File: src/rtl/alu_arbiter_if.sv
// ---------------------------------------------------------------------------
// alu_arbiter_if
// Bundles the two requester channels, the two response channels and the
// shared-ALU connection of alu_arbiter.
//   req0_*/req1_* : request valid/ready handshake with operands and op code
//   rsp0_*/rsp1_* : response valid/ready handshake; rsp_y is shared
//   alu_a/alu_b/alu_control/alu_y : to/from the combinational alu instance
//   busy          : arbiter is not idle
// Modports: slave = the arbiter, master = clients plus the alu.
// ---------------------------------------------------------------------------
interface alu_arbiter_if #(
    parameter int DW = 32
);
    logic          req0_valid;
    logic          req0_ready;
    logic [DW-1:0] req0_a;
    logic [DW-1:0] req0_b;
    logic [1:0]    req0_op;

    logic          req1_valid;
    logic          req1_ready;
    logic [DW-1:0] req1_a;
    logic [DW-1:0] req1_b;
    logic [1:0]    req1_op;

    logic          rsp0_valid;
    logic          rsp0_ready;
    logic          rsp1_valid;
    logic          rsp1_ready;
    logic [DW-1:0] rsp_y;

    logic [DW-1:0] alu_a;
    logic [DW-1:0] alu_b;
    logic [1:0]    alu_control;
    logic [DW-1:0] alu_y;

    logic          busy;

    modport slave (
        input  req0_valid, req0_a, req0_b, req0_op,
        input  req1_valid, req1_a, req1_b, req1_op,
        input  rsp0_ready, rsp1_ready, alu_y,
        output req0_ready, req1_ready, rsp0_valid, rsp1_valid, rsp_y,
        output alu_a, alu_b, alu_control, busy
    );

    modport master (
        output req0_valid, req0_a, req0_b, req0_op,
        output req1_valid, req1_a, req1_b, req1_op,
        output rsp0_ready, rsp1_ready, alu_y,
        input  req0_ready, req1_ready, rsp0_valid, rsp1_valid, rsp_y,
        input  alu_a, alu_b, alu_control, busy
    );
endinterface

File: src/rtl/alu_arbiter.sv
// ---------------------------------------------------------------------------
// alu_arbiter
// Round-robin arbiter and sequencer that shares one combinational alu
// between two requesters. One operation at a time: IDLE accepts a request
// and registers its operands onto the alu, EXEC captures alu_y into rsp_y,
// RESP presents the result to the granted requester until it is consumed.
// Ports:
//   clk   : rising-edge clock
//   rst_n : asynchronous active-low reset
//   bus   : alu_arbiter_if.slave (request, response and alu signals)
// ---------------------------------------------------------------------------
module alu_arbiter #(
    parameter int DW = 32
) (
    input  logic        clk,
    input  logic        rst_n,
    alu_arbiter_if.slave bus
);
    localparam logic [1:0] S_IDLE = 2'b00;
    localparam logic [1:0] S_EXEC = 2'b01;
    localparam logic [1:0] S_RESP = 2'b10;

    logic [1:0]    state;
    logic          last;   // most recently served requester
    logic          gnt;    // requester owning the operation in flight

    logic          any_req;
    logic          grant;
    logic [DW-1:0] sel_a;
    logic [DW-1:0] sel_b;
    logic [1:0]    sel_op;
    logic          rsp_fire;

    // Grant: a lone requester wins; on contention the one not served last.
    always_comb begin
        // NOTE: every output of this block gets a value on every path, so no latch is inferred.
        any_req = bus.req0_valid | bus.req1_valid;
        grant   = (bus.req0_valid && bus.req1_valid) ? ~last : bus.req1_valid;
        sel_a   = grant ? bus.req1_a  : bus.req0_a;
        sel_b   = grant ? bus.req1_b  : bus.req0_b;
        sel_op  = grant ? bus.req1_op : bus.req0_op;
    end

    // rst_n is folded in so no request is acknowledged while reset is held.
    assign bus.req0_ready = rst_n && (state == S_IDLE) && any_req && !grant;
    assign bus.req1_ready = rst_n && (state == S_IDLE) && any_req &&  grant;

    assign bus.rsp0_valid = (state == S_RESP) && !gnt;
    assign bus.rsp1_valid = (state == S_RESP) &&  gnt;
    assign rsp_fire       = (state == S_RESP) && (gnt ? bus.rsp1_ready : bus.rsp0_ready);

    assign bus.busy       = (state != S_IDLE);

    always_ff @(posedge clk or negedge rst_n) begin
        // NOTE: state registers use non-blocking assignments so every flop samples pre-edge values.
        if (!rst_n) begin
            state           <= S_IDLE;
            last            <= 1'b1;
            gnt             <= 1'b0;
            bus.alu_a       <= '0;
            bus.alu_b       <= '0;
            bus.alu_control <= 2'b00;
            bus.rsp_y       <= '0;
        end else begin
            case (state)
                S_IDLE: begin
                    // Any valid request is the granted one's handshake.
                    if (any_req) begin
                        bus.alu_a       <= sel_a;
                        bus.alu_b       <= sel_b;
                        bus.alu_control <= sel_op;
                        gnt             <= grant;
                        state           <= S_EXEC;
                    end
                end
                S_EXEC: begin
                    bus.rsp_y <= bus.alu_y;
                    state     <= S_RESP;
                end
                S_RESP: begin
                    if (rsp_fire) begin
                        last  <= gnt;
                        state <= S_IDLE;
                    end
                end
                default: state <= S_IDLE;
            endcase
        end
    end
endmodule

File: src/flat_wrapper.sv
// flat-port wrapper written by rule: the top's interface ports become plain ports
module alu_arbiter_flat 
#(
    parameter int DW = 32
)
  (clk, rst_n, bus_req0_valid, bus_req0_a, bus_req0_b, bus_req0_op, bus_req1_valid, bus_req1_a, bus_req1_b, bus_req1_op, bus_rsp0_ready, bus_rsp1_ready, bus_alu_y, bus_req0_ready, bus_req1_ready, bus_rsp0_valid, bus_rsp1_valid, bus_rsp_y, bus_alu_a, bus_alu_b, bus_alu_control, bus_busy);
  alu_arbiter_if #(.DW(DW)) bus_i ();
  input  logic clk;
  input  logic rst_n;
  input wire logic [$bits(bus_i.req0_valid)-1:0] bus_req0_valid;
  input wire logic [$bits(bus_i.req0_a)-1:0] bus_req0_a;
  input wire logic [$bits(bus_i.req0_b)-1:0] bus_req0_b;
  input wire logic [$bits(bus_i.req0_op)-1:0] bus_req0_op;
  input wire logic [$bits(bus_i.req1_valid)-1:0] bus_req1_valid;
  input wire logic [$bits(bus_i.req1_a)-1:0] bus_req1_a;
  input wire logic [$bits(bus_i.req1_b)-1:0] bus_req1_b;
  input wire logic [$bits(bus_i.req1_op)-1:0] bus_req1_op;
  input wire logic [$bits(bus_i.rsp0_ready)-1:0] bus_rsp0_ready;
  input wire logic [$bits(bus_i.rsp1_ready)-1:0] bus_rsp1_ready;
  input wire logic [$bits(bus_i.alu_y)-1:0] bus_alu_y;
  output wire logic [$bits(bus_i.req0_ready)-1:0] bus_req0_ready;
  output wire logic [$bits(bus_i.req1_ready)-1:0] bus_req1_ready;
  output wire logic [$bits(bus_i.rsp0_valid)-1:0] bus_rsp0_valid;
  output wire logic [$bits(bus_i.rsp1_valid)-1:0] bus_rsp1_valid;
  output wire logic [$bits(bus_i.rsp_y)-1:0] bus_rsp_y;
  output wire logic [$bits(bus_i.alu_a)-1:0] bus_alu_a;
  output wire logic [$bits(bus_i.alu_b)-1:0] bus_alu_b;
  output wire logic [$bits(bus_i.alu_control)-1:0] bus_alu_control;
  output wire logic [$bits(bus_i.busy)-1:0] bus_busy;
  assign bus_i.req0_valid = bus_req0_valid;
  assign bus_i.req0_a = bus_req0_a;
  assign bus_i.req0_b = bus_req0_b;
  assign bus_i.req0_op = bus_req0_op;
  assign bus_i.req1_valid = bus_req1_valid;
  assign bus_i.req1_a = bus_req1_a;
  assign bus_i.req1_b = bus_req1_b;
  assign bus_i.req1_op = bus_req1_op;
  assign bus_i.rsp0_ready = bus_rsp0_ready;
  assign bus_i.rsp1_ready = bus_rsp1_ready;
  assign bus_i.alu_y = bus_alu_y;
  assign bus_req0_ready = bus_i.req0_ready;
  assign bus_req1_ready = bus_i.req1_ready;
  assign bus_rsp0_valid = bus_i.rsp0_valid;
  assign bus_rsp1_valid = bus_i.rsp1_valid;
  assign bus_rsp_y = bus_i.rsp_y;
  assign bus_alu_a = bus_i.alu_a;
  assign bus_alu_b = bus_i.alu_b;
  assign bus_alu_control = bus_i.alu_control;
  assign bus_busy = bus_i.busy;
  alu_arbiter #(.DW(DW)) u_core (.clk(clk), .rst_n(rst_n), .bus(bus_i));
endmodule
File: config.mk
export PLATFORM = sky130hd
export DESIGN_NAME = alu_arbiter_flat
export DESIGN_NICKNAME = d
export VERILOG_FILES = /design/src/rtl/alu_arbiter_if.sv /design/src/rtl/alu_arbiter.sv /design/src/flat_wrapper.sv
export SDC_FILE = /design/constraint.sdc
export NUM_CORES = 1
export LEC_CHECK = 0
export ABC_AREA = 1
export CORE_ASPECT_RATIO = 1.2
export CORE_MARGIN = 8
export CORE_UTILIZATION = 40
export CTS_BUF_LIST = sky130_fd_sc_hd__clkbuf_8
export DETAILED_ROUTE_END_ITERATION = 8
export GPL_ROUTABILITY_DRIVEN = 0
export PLACE_DENSITY_LB_ADDON = 0.15
export SLEW_MARGIN = 20
export SYNTH_ARGS = -nofsm -noshare
export SYNTH_HDL_FRONTEND = slang
export SYNTH_SLANG_ARGS = --single-unit
File: constraint.sdc
create_clock -name clk -period 2 [get_ports clk]
set_input_delay 0.2 -clock clk [delete_from_list [all_inputs] [get_ports clk]]
set_output_delay 0.2 -clock clk [all_outputs]
set_load 0.01 [all_outputs]
==> run metrics <==
status finished clean; first-pass GRT wire length 27.9 mm; diodes inserted 0; Simple-Gate Fraction of Synth Area 0.364; final core occ 0.653; max_cap viols 0; top_reg_cell synth dfrtp_1; Crit Path Class reg -> out; LEAKAGE 4.41 nW; Synth Instances 735; CP max FO 3; largest family of logic cells by synthesized area simple AND/OR/NAND/NOR gates; area leader, netlist dfrtp_1; Area contributors post-synth dfrtp_1 49%, nand2_1 20%, nand3_1 16%, inv_1 9.9%, buf_2 1.9%; DIE WIDTH 120 um; Slew headroom 0.500; hpwl dp 12.6 mm; crit path capture type output pin; number of synthesized flops with an enable pin 0; # IOs 273; Data required, critical path 1800 ps; drt first pass iters 5; Min-Delay Path Class in -> reg; Post-synth top cells 273 x nand2_1, 164 x nand3_1, 137 x inv_1, 101 x dfrtp_1, 20 x buf_2; antenna violations before repair 0; GRT Total Usage 0.207; Vias/cell 4.71; XOR/XNOR Fraction of Synth Area 0; mux cell area share after synthesis 0; routed length per placed instance 15.5 um; vias in the first global route 5,272; #FFs+latches synth 102; Cell variety after synth 16; compound-cell area share of the yosys netlist 0.00192; largest net degree at the start of global routing 103; Synth Area in Adders 0; Tmin final 1850 ps; PortBufs 272; final max-slew violation count 0; Congestion Overflow GR 0; core area 12,700 um^2; Final Cycle Share 0.927; Worst-Margin Slew 750 ps; DRT Wirelength 17.9 mm; area fraction of the dominant cell type after synthesis 0.485; clk sinks 102; clock buffer depth 2; CTS tree yes; area growth from synthesis to layout 58.9%; worst skew pair latency 370 ps; Root Buffer clkbuf_8; top-count cell post-synth nand2_1; clock slew at reported path FFs 100 ps; DRC Markers 0; clk_skew 12.5 ps; Starting Density 0.411; die height 141 um; post-synthesis sequential area ratio 0.491; Antenna Violating Nets Remaining 0; pwr dens 1320 nW/um^2; Setup TNS Final 0 ps; # H-tree levels 3; Layout Nets 1,154; synth warn 0; Max Fclk 539 MHz; fraction of layout cells with a size suffix above 1 0.0374; CTS buffer count 9; RSZ-0062 raised after global routing no; Critical Path Start Type flop; post-synthesis cell area 5210 um^2; Syn Nets 905; VDD IR max 709 uV; fraction of registers with async set/reset 1.00; # setup viols final 0; Site Rows 45; drt initial violations 370; Vias 5,431; CP Data Arrival Time 1650 ps; full die area 16,900 um^2; Hold Fails Final Rpt 0; Syn Area/Cell 7.08 um^2
report_power, final:
| group | switching (W) | total (W) | internal (W) |
|---|---|---|---|
| registers | 0.000557 | 0.00367 | 0.00311 |
| clock network | 0.000726 | 0.00137 | 0.000648 |
| logic | 0.00298 | 0.00585 | 0.00287 |
| total | 0.00426 | 0.0109 | 0.00663 |
worst paths after layout:
kind | start | cells after the start | end | slack [ps]
max in group asynchronous | rst_n | 3 | u_core.bus.alu_b[14]$_DFFE_PN0P_ | 1120
hold reg to reg | u_core.bus.rsp_y[6]$_DFFE_PN0N_ | 2 | u_core.bus.rsp_y[6]$_DFFE_PN0N_ | 480
hold / removal | bus_req1_valid | 4 | u_core.bus.alu_a[28]$_DFFE_PN0P_ | 230
setup / recovery | u_core.state[0]$_DFFE_PN0P_ | 4 | bus_rsp0_valid | 150
setup reg to reg | u_core.last$_DFFE_PN1P_ | 6 | u_core.bus.alu_a[4]$_DFFE_PN0P_ | 580
min in group asynchronous | rst_n | 3 | u_core.bus.rsp_y[3]$_DFFE_PN0N_ | 440
logic make-up after synthesis:
| family | after synthesis |
|---|---|
| simple gates | 446 |
| flops | 102 |
| compound gates | 2 |
| buf+inv | 185 |
final cells by class:
cell class,instances,area (um^2)
Clock buffer,11,151
Multi-Input combinational cell,448,1910
Clock inverter,5,57.6
Tap cell,164,205
Fill cell,1127,4400
Timing Repair Buffer,283,2870
Sequential cell,102,2550
Inverter,140,528
through the flow:
| stage | setup slack [ps] | instances | hold WS, ps | power (W) | instance area, um^2 |
|---|---|---|---|---|---|
| 5_1_grt | 20.6 | 1153 | 230 | 0.0117 | 8270 |
| 2_1_floorplan | 585 | 735 | -95.6 | 0.00639 | 5210 |
| 3_5_place_dp | 102 | 1135 | 339 | 0.00962 | 8040 |
| 3_3_place_gp | 137 | 1135 | 350 | 0.00953 | 8040 |
| 4_1_cts | 1.07 | 1153 | 213 | 0.0110 | 8270 |
| 6_report | 145 | 1153 | 227 | 0.0109 | 8270 |
timing repair:
item                                    CTS  global route
endpoints found under the setup margin    2             2
pin swaps                                 0             0
gates resized for setup                   2             2
hold endpoints to repair                101             0
hold buffers                              1             0
buffers inserted                          1             0
flip-flops by register name (all words and copies together) (netlist names):
signal / cells
u_core.bus.alu_b: 32
u_core.bus.alu_a: 32
u_core.state: 2
u_core.bus.rsp_y: 32
u_core.last: 1
u_core.gnt: 1
u_core.bus.alu_control: 2
critical path: stages (launching register included):
cell	delay [ps]
dfrtp_1	410
nor2_1	150
inv_1	90
nor2_1	90
clkdlybuf4s50_1	560
cells in the final DEF, fill, tap and decap left out, drive strengths merged:
cell           synthesis  routed
bufinv                 0       1
dlygate4sd2            0       1
dfrtp                101     101
clkinv                 0       4
inv                  140     140
buf                   28      12
o21ai                  2       2
dlygate4sd3            0       1
dlymetal6s2s           0       2
nor3                   1       1
nand2                275     275
dfstp                  1       1
clkdlybuf4s50          0     267
nand3                164     164
nor2                   6       6
clkbuf                17      11
routing by layer:
layer | vias up | routed length, um | track usage
li1 | 2698 | - | -
met1 | 2503 | 7060 | 0.240
met2 | 208 | 8800 | 0.352
met3 | 22 | 1700 | 0.0635
met4 | 0 | 359 | 0.0731
met5 | - | 0 | 0
Power figures use the tool's default switching activity.
